[src/rtl/buf_share_pkg.sv]
// Shared types and helpers for the buffer-sharing arbiter.
package buf_share_pkg;

    typedef enum logic {
        EMPTY = 1'b0,
        FULL  = 1'b1
    } state_t;

    // A single requester still needs a one-bit index.
    function automatic int idx_w(input int n);
        return (n <= 2) ? 1 : $clog2(n);
    endfunction

endpackage

[src/rtl/buf_share_arbiter_rr_pick.sv]
// Rotating priority encoder: first set request at or above ptr, wrapping modulo N.
module rr_pick
    import buf_share_pkg::*;
#(
    parameter int N  = 2,
    parameter int PW = idx_w(N)
) (
    input  logic [N-1:0]  req_i,
    input  logic [PW-1:0] ptr_i,
    output logic [N-1:0]  gnt_onehot_o,
    output logic [PW-1:0] gnt_idx_o,
    output logic          any_o
);

    logic [PW-1:0] idx;

    always_comb begin
        gnt_onehot_o = '0;
        gnt_idx_o    = '0;
        any_o        = 1'b0;
        idx          = '0;
        // Explicit modulo keeps the wrap correct for non-power-of-2 N.
        for (int off = 0; off < N; off++) begin
            idx = PW'((int'(ptr_i) + off) % N);
            if (!any_o && req_i[idx]) begin
                any_o             = 1'b1;
                gnt_idx_o         = idx;
                gnt_onehot_o[idx] = 1'b1;
            end
        end
    end

endmodule

[src/rtl/buf_share_arbiter.sv]
// Round-robin arbiter feeding one registered Buf stage from N valid/ready requesters.
// Handshake: a word moves when valid & ready are both high on a rising CLK edge.
module buf_share_arbiter
    import buf_share_pkg::*;
#(
    parameter int               WIDTH      = 3,
    parameter int               N          = 2,
    parameter logic [WIDTH-1:0] IDLE_VALUE = WIDTH'(1),
    localparam int              GW         = idx_w(N)
) (
    input  logic               CLK,
    input  logic               ASYNCRESETN,
    input  logic [N-1:0]       I_valid,
    output logic [N-1:0]       I_ready,
    input  logic [N*WIDTH-1:0] I_data,
    output logic               O_valid,
    input  logic               O_ready,
    output logic [WIDTH-1:0]   O_data,
    output logic [GW-1:0]      O_grant,
    output state_t             dbg_state_o
);

    state_t           state_q;
    logic [WIDTH-1:0] data_q;
    logic [GW-1:0]    grant_q;
    logic [GW-1:0]    rr_ptr_q;
    logic [GW-1:0]    rr_ptr_d;

    logic [N-1:0]     gnt_onehot;
    logic [GW-1:0]    gnt_idx;
    logic             any;
    logic             can_load;
    logic             xfer;
    logic [WIDTH-1:0] word [N];

    always_comb begin
        for (int i = 0; i < N; i++) begin
            word[i] = I_data[i*WIDTH +: WIDTH];
        end
    end

    rr_pick #(
        .N  (N),
        .PW (GW)
    ) u_pick (
        .req_i        (I_valid),
        .ptr_i        (rr_ptr_q),
        .gnt_onehot_o (gnt_onehot),
        .gnt_idx_o    (gnt_idx),
        .any_o        (any)
    );

    // A held word that drains this edge frees the slot for a same-edge load.
    assign can_load = (state_q == EMPTY) || O_ready;
    assign xfer     = can_load && any;
    assign I_ready  = can_load ? gnt_onehot : '0;
    assign rr_ptr_d = (gnt_idx == GW'(N - 1)) ? '0 : gnt_idx + 1'b1;

    always_ff @(posedge CLK or negedge ASYNCRESETN) begin
        if (!ASYNCRESETN) begin
            state_q  <= EMPTY;
            data_q   <= IDLE_VALUE;
            grant_q  <= '0;
            rr_ptr_q <= '0;
        end else if (xfer) begin
            state_q  <= FULL;
            data_q   <= word[gnt_idx];
            grant_q  <= gnt_idx;
            rr_ptr_q <= rr_ptr_d;
        end else if (state_q == FULL && O_ready) begin
            state_q <= EMPTY;
            data_q  <= IDLE_VALUE;
        end
    end

    assign O_valid     = (state_q == FULL);
    assign O_data      = data_q;
    assign O_grant     = grant_q;
    assign dbg_state_o = state_q;

endmodule

[config.mk]
export PLATFORM = sky130hd
export DESIGN_NAME = buf_share_arbiter
export DESIGN_NICKNAME = d
export VERILOG_FILES = /design/src/rtl/buf_share_pkg.sv /design/src/rtl/buf_share_arbiter_rr_pick.sv /design/src/rtl/buf_share_arbiter.sv
export SDC_FILE = /design/constraint.sdc
export NUM_CORES = 1
export LEC_CHECK = 0
export CORE_AREA = 2 2 39 41
export CTS_BUF_LIST = sky130_fd_sc_hd__clkbuf_2 sky130_fd_sc_hd__clkbuf_4 sky130_fd_sc_hd__clkbuf_8
export CTS_CLUSTER_SIZE = 10
export DETAILED_ROUTE_END_ITERATION = 16
export DIE_AREA = 0 0 41 43
export GPL_ROUTABILITY_DRIVEN = 0
export GPL_TIMING_DRIVEN = 0
export HOLD_SLACK_MARGIN = 0.05
export PLACE_DENSITY_LB_ADDON = 0.15
export SLEW_MARGIN = 20
export SYNTH_ARGS = -nofsm -noshare
export SYNTH_HDL_FRONTEND = slang
export SYNTH_SLANG_ARGS = --single-unit
[constraint.sdc]
create_clock -name CLK -period 1.94 [get_ports CLK]
set_input_delay 0.388 -clock CLK [delete_from_list [all_inputs] [get_ports CLK]]
set_output_delay 0.388 -clock CLK [all_outputs]
set_load 0.01 [all_outputs]
### Word-level counts from Yosys, hierarchy flattened

Index checks and enable logic that the tools add are counted.

| storage, ports and cells | value |
|---|---|
| logic and storage cells | 45 |
| bits in registers | 6 |
| output and inout bits | 8 |
| input bits | 11 |

| cells by class | value |
|---|---|
| reduce and logical (&&, ||, !) cells | 8 |
| bitwise logic cells | 3 |
| magnitude comparators | 5 |
| multiplexer cells | 23 |
| add/subtract/negate cells | 2 |

Operators with widths:

| operator | count |
|---|---|
| two-way mux 3 bit | 5 |
| two-way mux 1 bit | 13 |
| two-way mux 2 bit | 3 |
| logical AND 1 bit | 5 |
| less-than comparator 1 x 2 -> 1 bit, second input constant | 2 |
| adder 1 bit, second input constant | 2 |
| demux 1 bit (select 1 bit) | 2 |
| >= comparator 1 bit, second input constant | 2 |
| >= comparator 2 bit, second input constant | 1 |
| inverter 1 -> 2 bit | 1 |
| bitwise OR 2 bit | 1 |
| nonzero test 2 bit | 1 |
| logical NOT 1 bit | 1 |
| logical OR 1 bit | 1 |
| inverter 1 bit | 1 |

### Longest topological paths before layout

| logic depth | value |
|---|---|
| word-level depth | 11 |
| gate-level depth with buffers | 4 |
| depth with buffers taken out | 3 |

### By module

A second synthesis with hierarchy kept.

| second synthesis, totals | value |
|---|---|
| cells, all modules | 31 |
| area, all modules | 342.8 um^2 |

By module, submodules not included:

| module | sequential area each (um^2) | cells an instance | area each (um^2) | times used |
|---|---|---|---|---|
| buf_share_arbiter | 151.4 | 26 | 310.3 | 1 |
| rr_pick | 0.0 | 5 | 32.5 | 1 |

### Least setup slack after synthesis

Ideal clock, no wire load.

| timing path | value |
|---|---|
| path kind | register to output |
| start point | register state_q, in the netlist O_valid |
| end point | output port I_ready[0] |
| cell stages (with the launch flop) | 4 |
| slack | 635 ps |
| path buffers | 1 |
| data required time | 1,552 ps |
| data arrival time | 917 ps |
| cell sequence | dfrtp_1 > nand2b_1 > clkbuf_1 > and2_2 |

| on the way | value |
|---|---|
| cells in the longest elaborated chain, start to end | 3 |

Ends and longest elaborated chain:

| element | RTL line | text |
|---|---|---|
| start, declared | buf_share_arbiter.sv:23 | `state_t state_q;` |
| start signal, assigned | buf_share_arbiter.sv:61 | `state_q <= EMPTY;` |
| start signal, assigned | buf_share_arbiter.sv:66 | `state_q <= FULL;` |
| start signal, assigned | buf_share_arbiter.sv:71 | `state_q <= EMPTY;` |
| inverter 1 bit | buf_share_arbiter.sv:54 | `assign can_load = (state_q == EMPTY) \|\| O_ready;` |
| logical OR 1 bit | buf_share_arbiter.sv:54 |  |
| two-way mux 2 bit | buf_share_arbiter.sv:56 | `assign I_ready = can_load ? gnt_onehot : '0;` |
| end, declared | buf_share_arbiter.sv:14 | `output logic [N-1:0] I_ready,` |

No other way between the ends.

### Worst setup path after layout

| timing path | value |
|---|---|
| start point | input port O_ready |
| end point | output port I_ready[0] |

| on the way | value |
|---|---|
| cells in the longest elaborated chain, start to end | 2 |

Ends and longest elaborated chain:

| element | RTL line | text |
|---|---|---|
| start, declared | buf_share_arbiter.sv:17 | `input logic O_ready,` |
| logical OR 1 bit | buf_share_arbiter.sv:54 |  |
| two-way mux 2 bit | buf_share_arbiter.sv:56 |  |

No other way between the ends.

==> reports/metrics.cfg <==
[timing]
setup_viol = 0
timing.fmax_mhz = 544
period_share_pct = 94.7
tightestPinTransition_ps = 301
skew_ps = 11.9
hold_violations = 0
slew_headroom_pct = 79.8
rsz0062_at_grt = false
fin_crit_ps = 1840
fin_ws_ps = 103
slew_viol_final = 0

[synthesis]
synth.top_cell.area_share_pct = 37.5
syn_nets = 46
synth-seq-cells = 6
syn-instance-count = 35
syn_area_um2 = 334
yosysSeqAreaShare_pct = 45.3
ys_top_cells_by_area = dfrtp_1, dfstp_2, nand3_1
ys_warn_count = 0
ys_types = 22
yosys.area.top_type = dfrtp_1
avgSynthCellArea_um2 = 9.54

[status]
run_status = finished clean

[setup_path]
crit_family = buffers and inverters
ff2ff_setup_slack_ps = 840
required_ps = 1550
reg2reg_depth = 3
path_buf_inv = 2
cp.arrival_ps = 1450
crit_type = in2out
path_cells = clkdlybuf4s50_1 -> nand2b_4 -> and2_2 -> dlygate4sd2_1
cp_max_fo = 2
critPathLaunchType = input port
cp_slowest_stage_delay_ps = 460
worstSetupEndpointType = primary output
crit_cells = 4
critical_path.slowest_cell = clkdlybuf4s50_1

[placed_design]
dp_hpwl_um = 620
pre_cts_ws_ps = -404
port_buffers = 17
place_inst = 68

[layout]
layout_common_cells = clkdlybuf4s50_1, dfrtp_1, nand3_1, clkbuf_4
area_delta_synth_final_pct = 70.4
drive_gt1_share_pct = 23.2
seqCellArea_um2 = 151
diodes = 0
nFillCells = 148
fin_nets = 68
multi_input_area_um2 = 175
layout_commonest_cell = clkdlybuf4s50_1
final_util_pct = 41.1
fin_cells = 72

[route]
dr.first_iter.drc_count = 2
drtAntennaViolNets = 0
dr.pass1.iters = 2
wl_um = 842
vias_per_cell = 4.44
routedWlPerCell_um = 11.7
post-route-drc-count = 0
num_vias = 320

[floorplan]
start_util_pct = 24.1
fp-row-count = 14
core-area_um2 = 1380
die_y_um = 43
die_w_um = 41
io_pins = 19
fp.dieArea_um2 = 1760

[global_routing]
grt_use_total_pct = 11.3
grt_max_degree = 10
grt_overflow_total = 0
antenna_found_initial = 0
grt_first_pass_wirelength_um = 1250
grt_pass1_vias = 290

[clocking]
cts_made_buffers = 3
root_buffer = clkbuf_4
clock_latency_ps = 250
clkSlewWorstSetupHoldPaths_ps = 50
htree_levels = 1
cts_tree = done
clock_sinks = 6
clock_path_buffers = 2

[job]
drv_cap = 0

[min_path]
min-delay-path-class = in2async

[power]
power.density_nw_per_um2 = 749
peakVddDrop_uv = 328
leakage_nw = 0.252

==> kinds of logic (layout without fill, tap and decap cells) <==
group                  count (synthesis)  count (layout)  share of synthesized area, %
AO/OA/AOI/OAI                          9               9                          22.5
buffers and inverters                  4              25                          6.74
flip-flops                             6               6                          45.3
AND/OR/NAND/NOR                       16              16                          25.5
==> cells in the mapped netlist (all sizes together) <==
master   count
buf          2
nand2b       2
a21boi       2
o21ai        2
dfrtp        5
a31oi        1
nor2         2
a21oi        2
inv          1
or3          1
and2         1
o2bb2ai      1
dfstp        1
nand2        2
clkbuf       1
nand3        4
nor2b        1
nand4        2
nor3         1
o32a         1
==> final timing paths <==
path,end,startpoint
min reg2reg,O_grant,O_grant
max,I_ready[0],O_ready
min,O_valid,ASYNCRESETN
min in group CLK,rr_ptr_q,I_valid[1]
max in group asynchronous,O_data[0],ASYNCRESETN
max reg2reg,O_data[0],rr_ptr_q
==> metal layers <==
layer | up-vias | track usage (%) | part of all wire, %
li1 | 165 | - | -
met1 | 140 | 15.1 | 50
met2 | 15 | 14.1 | 39
met3 | 0 | 3.14 | 11
met4 | 0 | 10.0 | 0
met5 | - | 0 | 0
==> sequential cells by signal, indices dropped and copies added, names as in the netlist <==
signal,count
O_data,3
O_grant,1
O_valid,1
rr_ptr_q,1
==> stage by stage <==
stage / area [um2] / hold slack, ps / setup TNS, ps / power, W
after global placement: 524 / 488 / -655 / 0.000286
after detailed placement: 524 / 478 / -660 / 0.000286
after CTS: 562 / 388 / 0 / 0.000433
final: 569 / 381 / 0 / 0.000426
after floorplan: 334 / 92.4 / 0 / 0.000217
after global routing: 569 / 402 / 0 / 0.000456
==> final cells by class <==
type                    count  area share, %
multi-input cells          25           30.8
repair buffers             18           30.5
flip-flops and latches      6           26.6
clock buffers               4           5.27
well taps                  16           3.52
plain buffers               2           2.64
inverters                   1          0.659
==> what timing repair did <==
action | CTS | global route
hold buffers | 0 | 0
setup endpoints to repair | 2 | 1
resized for setup | 7 | 0
cloned | 0 | 0
buffers inserted | 0 | 1
==> where the power goes <==
group | leakage, nW | total (W) | switching, W | internal (W)
registers | 0.0682 | 0.000161 | 0.0000149 | 0.000146
logic | 0.166 | 0.000123 | 0.0000501 | 0.0000733
clock network | 0.0184 | 0.000141 | 0.0000494 | 0.0000921
(Power assumes the default switching activity.)
